File: src/rtl/taxi_i2c_target_pkg.sv
// Shared types and constants for the I2C register-file target.
package taxi_i2c_target_pkg;

  // Bit counter spans 0..8 (eight data bits plus a terminal count).
  localparam int unsigned BitCntW = 4;

  // Position of the R/W flag inside the received address byte.
  localparam int unsigned RwBit = 0;

  typedef enum logic [3:0] {
    StIdle,
    StAddr,
    StAddrAck,
    StPtr,
    StPtrAck,
    StWrData,
    StWrAck,
    StRdData,
    StRdAck,
    StIgnore
  } state_e;

endpackage

File: src/rtl/taxi_i2c_target_filter.sv
// Two-flop synchronizer followed by a FILTER_LEN-sample glitch filter for one pin.
// The filtered level only changes after FILTER_LEN consecutive differing samples.
module taxi_i2c_target_filter #(
  parameter int unsigned FILTER_LEN = 4
) (
  input  logic clk,
  input  logic rst_n,
  input  logic i_pin,
  output logic o_level
);

  localparam int unsigned CntW = (FILTER_LEN < 2) ? 1 : $clog2(FILTER_LEN + 1);

  logic            r_sync1;
  logic            r_sync2;
  logic            r_level;
  logic [CntW-1:0] r_cnt;

  // Synchronize the pin, then count consecutive samples that disagree with the filtered level.
  always_ff @(posedge clk or negedge rst_n) begin
    if (!rst_n) begin
      r_sync1 <= 1'b1;
      r_sync2 <= 1'b1;
      r_level <= 1'b1;
      r_cnt   <= '0;
    end else begin
      r_sync1 <= i_pin;
      r_sync2 <= r_sync1;
      if (r_sync2 == r_level) begin
        r_cnt <= '0;
      end else if (r_cnt == CntW'(FILTER_LEN - 1)) begin
        r_level <= r_sync2;
        r_cnt   <= '0;
      end else begin
        r_cnt <= r_cnt + CntW'(1);
      end
    end
  end

  assign o_level = r_level;

endmodule

File: src/rtl/taxi_i2c_target.sv
// I2C target exposing a byte-wide register file with an auto-incrementing pointer.
// Optional SCL-low bus timeout enabled by defining TAXI_I2C_TARGET_TIMEOUT_EN.
module taxi_i2c_target
  import taxi_i2c_target_pkg::*;
#(
  parameter logic [6:0]  DEV_ADDR       = 7'h50,
  parameter int unsigned REG_COUNT      = 16,
  parameter int unsigned FILTER_LEN     = 4,
  parameter int unsigned TIMEOUT_CYCLES = 3125000,
  localparam int unsigned AW            = $clog2(REG_COUNT)
) (
  input  logic          clk,
  input  logic          rst_n,
  input  logic          i2c_scl_i,
  output logic          i2c_scl_o,
  input  logic          i2c_sda_i,
  output logic          i2c_sda_o,
  input  logic [AW-1:0] host_addr,
  input  logic          host_wr_en,
  input  logic [7:0]    host_wr_data,
  output logic [7:0]    host_rd_data,
  output logic          i2c_wr_valid,
  output logic [AW-1:0] i2c_wr_addr,
  output logic          bus_active,
  output logic          addressed
);

  logic w_scl;
  logic w_sda;

  taxi_i2c_target_filter #(
    .FILTER_LEN(FILTER_LEN)
  ) u_scl_filter (
    .clk    (clk),
    .rst_n  (rst_n),
    .i_pin  (i2c_scl_i),
    .o_level(w_scl)
  );

  taxi_i2c_target_filter #(
    .FILTER_LEN(FILTER_LEN)
  ) u_sda_filter (
    .clk    (clk),
    .rst_n  (rst_n),
    .i_pin  (i2c_sda_i),
    .o_level(w_sda)
  );

  logic               r_scl_prev;
  logic               r_sda_prev;
  state_e             r_state,     w_state_d;
  logic [BitCntW-1:0] r_bit_cnt,   w_bit_cnt_d;
  logic [7:0]         r_shift,     w_shift_d;
  logic [AW-1:0]      r_ptr,       w_ptr_d;
  logic               r_sda_o,     w_sda_d;
  logic               r_rw,        w_rw_d;
  logic               r_mack,      w_mack_d;
  logic               r_bus_active, w_bus_active_d;
  logic               r_addressed, w_addressed_d;
  logic [7:0]         r_regs [REG_COUNT];
  logic [7:0]         r_host_rd_data;
  logic               r_wr_valid;
  logic [AW-1:0]      r_wr_addr;
  logic               w_wr_en;
  logic [7:0]         w_rx_byte;
  logic [7:0]         w_rd_word;
  logic               w_timeout;

  wire w_scl_rise = w_scl & ~r_scl_prev;
  wire w_scl_fall = ~w_scl & r_scl_prev;
  wire w_start    = w_scl & r_scl_prev & r_sda_prev & ~w_sda;
  wire w_stop     = w_scl & r_scl_prev & ~r_sda_prev & w_sda;

  assign w_rx_byte = {r_shift[6:0], w_sda};
  assign w_rd_word = r_regs[r_ptr];

`ifdef TAXI_I2C_TARGET_TIMEOUT_EN
  logic [31:0] r_to_cnt;

  // Count clk cycles spent with SCL held low during a transaction.
  always_ff @(posedge clk or negedge rst_n) begin
    if (!rst_n) begin
      r_to_cnt <= '0;
    end else if (!w_scl && r_bus_active) begin
      r_to_cnt <= r_to_cnt + 32'd1;
    end else begin
      r_to_cnt <= '0;
    end
  end

  assign w_timeout = !w_scl && r_bus_active && (r_to_cnt >= 32'(TIMEOUT_CYCLES - 1));
`else
  logic w_unused_timeout;
  assign w_unused_timeout = ^TIMEOUT_CYCLES;
  assign w_timeout        = 1'b0;
`endif

  // Protocol FSM: next state, shift/pointer updates and SDA drive level.
  always_comb begin
    w_state_d      = r_state;
    w_bit_cnt_d    = r_bit_cnt;
    w_shift_d      = r_shift;
    w_ptr_d        = r_ptr;
    w_sda_d        = r_sda_o;
    w_rw_d         = r_rw;
    w_mack_d       = r_mack;
    w_bus_active_d = r_bus_active;
    w_addressed_d  = r_addressed;
    w_wr_en        = 1'b0;

    if (w_timeout) begin
      w_state_d      = StIdle;
      w_sda_d        = 1'b1;
      w_bus_active_d = 1'b0;
      w_addressed_d  = 1'b0;
    end else if (w_start) begin
      w_state_d      = StAddr;
      w_bit_cnt_d    = '0;
      w_sda_d        = 1'b1;
      w_bus_active_d = 1'b1;
      w_addressed_d  = 1'b0;
    end else if (w_stop) begin
      w_state_d      = StIdle;
      w_sda_d        = 1'b1;
      w_bus_active_d = 1'b0;
      w_addressed_d  = 1'b0;
    end else begin
      unique case (r_state)
        StAddr, StPtr, StWrData: begin
          if (w_scl_rise && r_bit_cnt != BitCntW'(8)) begin
            w_shift_d   = w_rx_byte;
            w_bit_cnt_d = r_bit_cnt + BitCntW'(1);
            if (r_bit_cnt == BitCntW'(7)) begin
              if (r_state == StPtr) begin
                w_ptr_d = w_rx_byte[AW-1:0];
              end else if (r_state == StWrData) begin
                w_wr_en = 1'b1;
                w_ptr_d = r_ptr + AW'(1);
              end
            end
          end else if (w_scl_fall && r_bit_cnt == BitCntW'(8)) begin
            if (r_state != StAddr) begin
              w_state_d = (r_state == StPtr) ? StPtrAck : StWrAck;
              w_sda_d   = 1'b0;
            end else if (r_shift[7:1] == DEV_ADDR) begin
              w_state_d     = StAddrAck;
              w_sda_d       = 1'b0;
              w_addressed_d = 1'b1;
              w_rw_d        = r_shift[RwBit];
            end else begin
              w_state_d = StIgnore;
            end
          end
        end
        StAddrAck: begin
          if (w_scl_fall) begin
            w_bit_cnt_d = '0;
            if (r_rw) begin
              w_state_d = StRdData;
              w_shift_d = w_rd_word;
              w_sda_d   = w_rd_word[7];
            end else begin
              w_state_d = StPtr;
              w_sda_d   = 1'b1;
            end
          end
        end
        StPtrAck, StWrAck: begin
          if (w_scl_fall) begin
            w_state_d   = StWrData;
            w_bit_cnt_d = '0;
            w_sda_d     = 1'b1;
          end
        end
        StRdData: begin
          if (w_scl_rise && r_bit_cnt != BitCntW'(8)) begin
            w_bit_cnt_d = r_bit_cnt + BitCntW'(1);
            if (r_bit_cnt == BitCntW'(7)) begin
              w_ptr_d = r_ptr + AW'(1);
            end
          end else if (w_scl_fall) begin
            if (r_bit_cnt == BitCntW'(8)) begin
              w_state_d   = StRdAck;
              w_bit_cnt_d = '0;
              w_sda_d     = 1'b1;
            end else begin
              w_shift_d = {r_shift[6:0], 1'b1};
              w_sda_d   = r_shift[6];
            end
          end
        end
        StRdAck: begin
          if (w_scl_rise) begin
            w_mack_d    = ~w_sda;
            w_bit_cnt_d = BitCntW'(1);
          end else if (w_scl_fall && r_bit_cnt == BitCntW'(1)) begin
            w_bit_cnt_d = '0;
            if (r_mack) begin
              w_state_d = StRdData;
              w_shift_d = w_rd_word;
              w_sda_d   = w_rd_word[7];
            end else begin
              w_state_d = StIgnore;
            end
          end
        end
        default: begin
          w_sda_d = 1'b1;
        end
      endcase
    end
  end

  // State and protocol registers.
  always_ff @(posedge clk or negedge rst_n) begin
    if (!rst_n) begin
      r_scl_prev   <= 1'b1;
      r_sda_prev   <= 1'b1;
      r_state      <= StIdle;
      r_bit_cnt    <= '0;
      r_shift      <= '0;
      r_ptr        <= '0;
      r_sda_o      <= 1'b1;
      r_rw         <= 1'b0;
      r_mack       <= 1'b0;
      r_bus_active <= 1'b0;
      r_addressed  <= 1'b0;
      r_wr_valid   <= 1'b0;
      r_wr_addr    <= '0;
    end else begin
      r_scl_prev   <= w_scl;
      r_sda_prev   <= w_sda;
      r_state      <= w_state_d;
      r_bit_cnt    <= w_bit_cnt_d;
      r_shift      <= w_shift_d;
      r_ptr        <= w_ptr_d;
      r_sda_o      <= w_sda_d;
      r_rw         <= w_rw_d;
      r_mack       <= w_mack_d;
      r_bus_active <= w_bus_active_d;
      r_addressed  <= w_addressed_d;
      r_wr_valid   <= w_wr_en;
      if (w_wr_en) begin
        r_wr_addr <= r_ptr;
      end
    end
  end

  // Register file: an I2C write to the same index overrides a concurrent host write.
  always_ff @(posedge clk or negedge rst_n) begin
    if (!rst_n) begin
      for (int i = 0; i < int'(REG_COUNT); i++) begin
        r_regs[i] <= '0;
      end
      r_host_rd_data <= '0;
    end else begin
      for (int i = 0; i < int'(REG_COUNT); i++) begin
        if (w_wr_en && r_ptr == AW'(i)) begin
          r_regs[i] <= w_rx_byte;
        end else if (host_wr_en && host_addr == AW'(i)) begin
          r_regs[i] <= host_wr_data;
        end
      end
      r_host_rd_data <= r_regs[host_addr];
    end
  end

  assign i2c_scl_o    = 1'b1;
  assign i2c_sda_o    = r_sda_o;
  assign host_rd_data = r_host_rd_data;
  assign i2c_wr_valid = r_wr_valid;
  assign i2c_wr_addr  = r_wr_addr;
  assign bus_active   = r_bus_active;
  assign addressed    = r_addressed;

endmodule

File: config.mk
export PLATFORM = sky130hd
export DESIGN_NAME = taxi_i2c_target
export DESIGN_NICKNAME = d
export VERILOG_FILES = /design/src/rtl/taxi_i2c_target_pkg.sv /design/src/rtl/taxi_i2c_target_filter.sv /design/src/rtl/taxi_i2c_target.sv
export SDC_FILE = /design/constraint.sdc
export NUM_CORES = 1
export LEC_CHECK = 0
export ABC_AREA = 0
export BUFFER_PORTS_ARGS = -buffer_cell sky130_fd_sc_hd__buf_2
export CAP_MARGIN = 20
export CORE_ASPECT_RATIO = 0.8
export CORE_MARGIN = 10
export CORE_UTILIZATION = 63
export DETAILED_ROUTE_END_ITERATION = 8
export PLACE_DENSITY_LB_ADDON = 0.12
export SYNTH_ARGS = -nofsm -noshare
export SYNTH_HDL_FRONTEND = slang
export SYNTH_SLANG_ARGS = --single-unit
File: constraint.sdc
create_clock -name clk -period 2.3 [get_ports clk]
set_clock_uncertainty 0.05 [all_clocks]
set_input_delay 0.46 -clock clk [delete_from_list [all_inputs] [get_ports clk]]
set_output_delay 0.46 -clock clk [all_outputs]
set_load 0.03 [all_outputs]
* After elaboration in Yosys (flattened, before gate mapping)
Index checks and enable logic that the tools add are counted.
** Word-level totals
- Logic and storage cells :: 335
- Bits in read-only memories :: 0
- Input port bits :: 17
- Memories :: 0
- Output and inout bits :: 17
- Register bits :: 180
- RAM bits :: 0
- Bits in latches :: 0
** Cells by class
- $lt $le $gt $ge :: 2
- Div/mod/pow operators :: 0
- Mux-type cells :: 118
- Bitwise logic cells :: 19
- $add $sub $neg :: 4
- Multipliers :: 0
- Eq/ne operators :: 80
- Shift operators :: 0
- Reductions and logical operators :: 74
** Operators with widths (count)
- $mux 8 :: 45
- $mux 4 :: 29
- $eq 4x4->1 const B :: 18
- $bmux 8 s4 :: 2
- $ne 4x4->1 const B :: 14
- $eq 4x3->1 const B :: 13
- $reduce_bool 2->1 :: 18
- $logic_and 1x1->1 :: 35
- $pmux 8 s4 :: 1
- $mux 1 :: 31
- $ne 2x2->1 const B :: 13
- $eq 4x2->1 const B :: 6
- $pmux 4 s5 :: 1
- $reduce_and 10->1 :: 2
- $eq 4x1->1 const B :: 4
- $pmux 4 s4 :: 1
- $mux 3 :: 5
- $reduce_and 7->1 :: 2
- $ne 3x3->1 const B :: 4
- $reduce_and 12->1 :: 1
- $ge 5x5->1 const B :: 2
- $not 1->1 :: 10
- $not 4->5 :: 2
- $reduce_bool 3->1 :: 3
- other kinds (22) :: 35

* Depth between registers and ports, before layout
- Word-level depth :: 10
- Gate-level depth with buffers :: 10
- Mapped depth without buffers :: 8

* By module
A second synthesis with hierarchy kept.
** Second synthesis, totals
- Cell total of the unflattened synthesis :: 979
- Area, all modules :: 10700.3 um^2
** Modules (own cells, without submodules)
- taxi_i2c_target :: cells an instance 953, times used 1, seq. area each 4207.8 um^2, area each 10259.8 um^2
- taxi_i2c_target_filter :: cells an instance 13, times used 2, seq. area each 153.9 um^2, area each 220.2 um^2

* Worst setup path after synthesis
Ideal clock, no wire load.
- Path kind :: input port to flip-flop
- Start :: in host_addr[0]
- End :: reg r_host_rd_data[0], in the netlist host_rd_data[0]
- Buffers on the path :: 2
- Library setup time :: 138 ps
- Required time :: 2112 ps
- Data arrival time :: 1999 ps
- Stages :: 4
- Path slack :: 113 ps
- Cell sequence :: buf_2 > buf_2 > mux4_2 > mux4_2
** Between the ends
- Word-level cells in the longest chain between the ends :: 4
** RTL lines
- start, declared :: line taxi_i2c_target.sv:18 : input logic [AW-1:0] host_addr,
- $not 4->5 (implied by the code) :: line taxi_i2c_target.sv:264 : r_host_rd_data <= r_regs[host_addr];
- $bmux 8 s4 :: line taxi_i2c_target.sv:264
- $mux 8 (implied by the code) (2 in series) :: line taxi_i2c_target.sv:264
- end signal, assigned :: line taxi_i2c_target.sv:264
- end, declared :: line taxi_i2c_target.sv:61 : logic [7:0] r_host_rd_data;
No other way between the ends. The select of a mux whose other input is x is not followed.
A chain may end at the register's enable or synchronous reset.

* Worst setup path after layout
- Start :: reg r_ptr[1]
- End :: reg r_shift[5]
** Between the ends
- Word-level cells in the longest chain between the ends :: 8
- Elaborated cells on any way between the ends :: 10
- Those cells by class :: mux (9); bitwise (1)
** RTL lines
- start, declared :: line taxi_i2c_target.sv:54 : logic [AW-1:0] r_ptr, w_ptr_d;
- start signal, assigned :: line taxi_i2c_target.sv:236 : r_ptr <= w_ptr_d;
- $not 4->5 (implied by the code) * :: line taxi_i2c_target.sv:75 : assign w_rd_word = r_regs[r_ptr];
- $bmux 8 s4 * :: line taxi_i2c_target.sv:75
- $mux 8 (implied by the code) * (2 in series) :: line taxi_i2c_target.sv:75
- $mux 8 :: line taxi_i2c_target.sv:198 : if (r_mack) begin
- $mux 8 :: line taxi_i2c_target.sv:196 : end else if (w_scl_fall && r_bit_cnt == BitCntW'(1)) begin
- $mux 8 :: line taxi_i2c_target.sv:193 : if (w_scl_rise) begin
- $pmux 8 s4 * :: line taxi_i2c_target.sv:128 : unique case (r_state)
- end signal, assigned :: line taxi_i2c_target.sv:235 : r_shift <= w_shift_d;
- end, declared :: line taxi_i2c_target.sv:53 : logic [7:0] r_shift, w_shift_d;
Mark *: on every way between the ends. The rest lies on a longest branch, timed or not. The select of a mux whose other input is x is not followed.

==> impl_results.md <==
- Peak supply drop: 0.739 mV
- Vias in the first global route: between 8000 and 9000
- RePlAce Congestion: 0.959
- Total Power: 0.0117 W
- Detail Route Antenna Nets: 0
- Top post-synthesis cells by count: dfrtp_1, nand2_1, mux2i_1
- CTS Root Cell: clkbuf_16
- Initial DRT Pass Iterations: 9
- Crit-path cells: buf_4 -> mux4_2 -> mux2i_1 -> nor2_1 -> a221oi_1 -> a21oi_1
- Post-synth top flop: dfrtp_1
- Count of pins over their slew limit: 0
- Maximum number of pins on one net before global-route repair: 59
- Mapped cell area: 10800 um^2
- Fill cells: 1184
- Ant. Diodes: 0
- Port Buffers: 32
- Initial Util: 0.646
- Top cells by area, synth: dfrtp_1, mux4_2, mux2i_1
- CP max stage cell: dfrtp_2
- GRT Util Overall: 0.264
- Fin crit share: 0.949
- Power Dens Cells: 961 nW/um^2
- Async SR Flop Fraction: 1.00
- Worst-path maximum fanout: 12
- MaxCap Viol Count: 0
- Worst setup EP type: register
- Initial antenna violation count: 0
- Final setup viols: 0
- Die Height: 137 um
- Register area share after synthesis: 0.419
- Die X: 166 um
- CP required: around 2.6 ns
- Dpl cell area: 11600 um^2
- Drt drc: 0
- Final Hold Vio Count: 0
- Worst skew pair latency: 0.44 ns
- Nets: around 1100
- Startpoint types: register
- YS warnings: 0
- Leakage power: 4.70 nW
- Total setup buffers inserted after CTS: 0
- CTS buffer count: 17
- Final Critical Period: 2.18 ns
- Fmax achieved: 458 MHz
- Vias: between 8000 and 9000
- Most frequent cell after synthesis: dfrtp_1
- Htree depth: 4
- First-pass GRT wire length: 47200 um
- WL final: 29800 um
- TritonCTS sink count: 180
- Synth top area share: 0.397
- Grt total ovfl: 0
- DP Wirelength: 20600 um
- I/O Pins: 34
- Distinct cell type count after synthesis: 62
- Post-synth EDFFs: 0
- Core outline area: 16700 um^2
- P&R area growth vs syn: 12.9%
- Via-to-Cell Ratio: 6.65
- Rows: 42
- Hold crit path type: in -> reg
- DIE AREA: 22800 um^2
- Final instance area: between 10000 and 15000 um^2
- Relative slew slack: 0.421
- CTS tree: done
- Min Hold Slack: 0.0633 ns
- Post-Syn Area per Cell: 10.9 um^2
- Worst-Margin Slew: 0.869 ns
- Clock Path Buffers: 2
- Iteration-0 DRC count of the detailed router: 965
- Setup TNS: 0 ns
- Syn Inst Count: approximately 990
- Routed WL per cell: 23.7 um
- Max incr delay on CP: 0.56 ns
- Critical path class: reg -> reg
- Status: completed
- Post-synthesis register bit count: 180
- Clock transition at the registers of the reported paths: 0.07 ns
- Arrival @ worst endpoint: 2.44 ns
- Utilization after layout: 0.730
- Cell taking the most area after synthesis: dfrtp_1
- Synth Net Count: 1014
- Layout cells sized above 1: 0.254
-- worst max-delay path: cells and delay by family, from the launching register on --
| family | cells | cell delay [ns] |
|---|---|---|
| AOI/OAI and AO/OA | 2 | 0.45 |
| muxes | 2 | 0.65 |
| buffers and inverters | 1 | 0.27 |
| and+or+nand+nor | 1 | 0.07 |
| DFF | 1 | 0.56 |
-- report_power, final --
part | internal, W | switching, W | leakage, nW
combinational | 0.00179 | 0.00221 | 2.39
sequential | 0.00401 | 0.000761 | 2.04
clock | 0.00161 | 0.00130 | 0.271
total | 0.00741 | 0.00427 | 4.70
-- placed cells by master, fill, tap and decap left out, types with 3 or more instances in the layout --
master	synthesis	routed
dfrtp_1	171	169
nand2_1	144	144
mux2i_1	138	138
o21ai_0	119	119
mux4_2	70	70
buf_4	20	48
nor2_1	36	36
buf_2	17	31
o21ai_1	22	22
buf_12	0	22
nor2_2	19	19
a21oi_1	19	19
clkbuf_16	0	17
nor2b_1	14	14
mux2_2	14	14
nand2b_1	10	10
ha_1	9	9
dfstp_2	9	9
nor3_1	8	8
a211oi_1	8	8
inv_1	7	7
nor3b_1	6	6
nand3_1	6	6
xnor2_1	5	5
a221oi_1	5	5
a21boi_0	5	5
clkbuf_8	0	5
clkinvlp_4	0	5
nand4b_1	4	4
nor4_1	4	4
nor3_4	4	4
nand2_2	3	3
nand3b_1	3	3
or3_1	3	3
a31oi_1	3	3
o31ai_1	3	3
-- timing repair --
item                                    4_1_cts  5_1_grt
hold endpoints to repair                     39        0
endpoints found under the setup margin        0        1
gates resized for setup                       0        1
hold buffers                                  1        0
-- cells by family after synthesis --
kind of cell,share of synthesized area
muxes,0.289
buffers and inverters,0.0443
adders and majority gates,0.0105
xor gates and xnor gates,0.00488
DFF,0.419
and+or+nand+nor,0.127
other,0.000348
AOI/OAI and AO/OA,0.104
-- stage by stage --
step	worst slack, ns	cells
finish	0.117	1258
global route	-0.00564	1258
CTS	0.158	1258
detailed placement	0.178	1225
global placement	0.174	1225
floorplan	0.113	988
-- path summary, 6_finish.rpt --
check	from	endpoint	slack [ns]	depth (start not counted)
worst max-delay path	r_ptr[1]	r_shift[5]	0.12	6
worst max register to register	r_ptr[1]	r_shift[5]	0.12	6
worst min-delay path	i2c_scl_i	u_scl_filter.r_sync1	0.06	1
min in group asynchronous	rst_n	r_regs[21]	0.45	2
worst min register to register	u_sda_filter.r_sync1	u_sda_filter.r_sync2	0.31	0
max in group asynchronous	rst_n	i2c_sda_o	1.04	3
-- registers in the layout, summed over array words and instances (netlist names), 3 cells and up --
register / cells
host_rd_data: 8
i2c_wr_addr: 4
r_bit_cnt: 4
r_ptr: 4
r_regs: 128
r_shift: 8
r_state: 4
u_scl_filter.r_cnt: 3
u_sda_filter.r_cnt: 3
-- per-layer routing --
metal  track usage  share of wire  vias up
met5             0              0        -
met4         0.103          0.027        0
li1              -              -     3668
met2         0.412           0.46      465
met3        0.0464          0.096       70
met1         0.363           0.41     4158
-- area by class of cell --
type                    count  area (um^2)  area share
multi-input cells         716         5780       0.475
flip-flops and latches    180         4520       0.372
repair buffers            103          980      0.0806
clock buffers              22          484      0.0398
well taps                 220          275      0.0226
clock inverters            10         98.8     0.00813
inverters                   7         26.3     0.00216
Power figures use the tool's default switching activity.
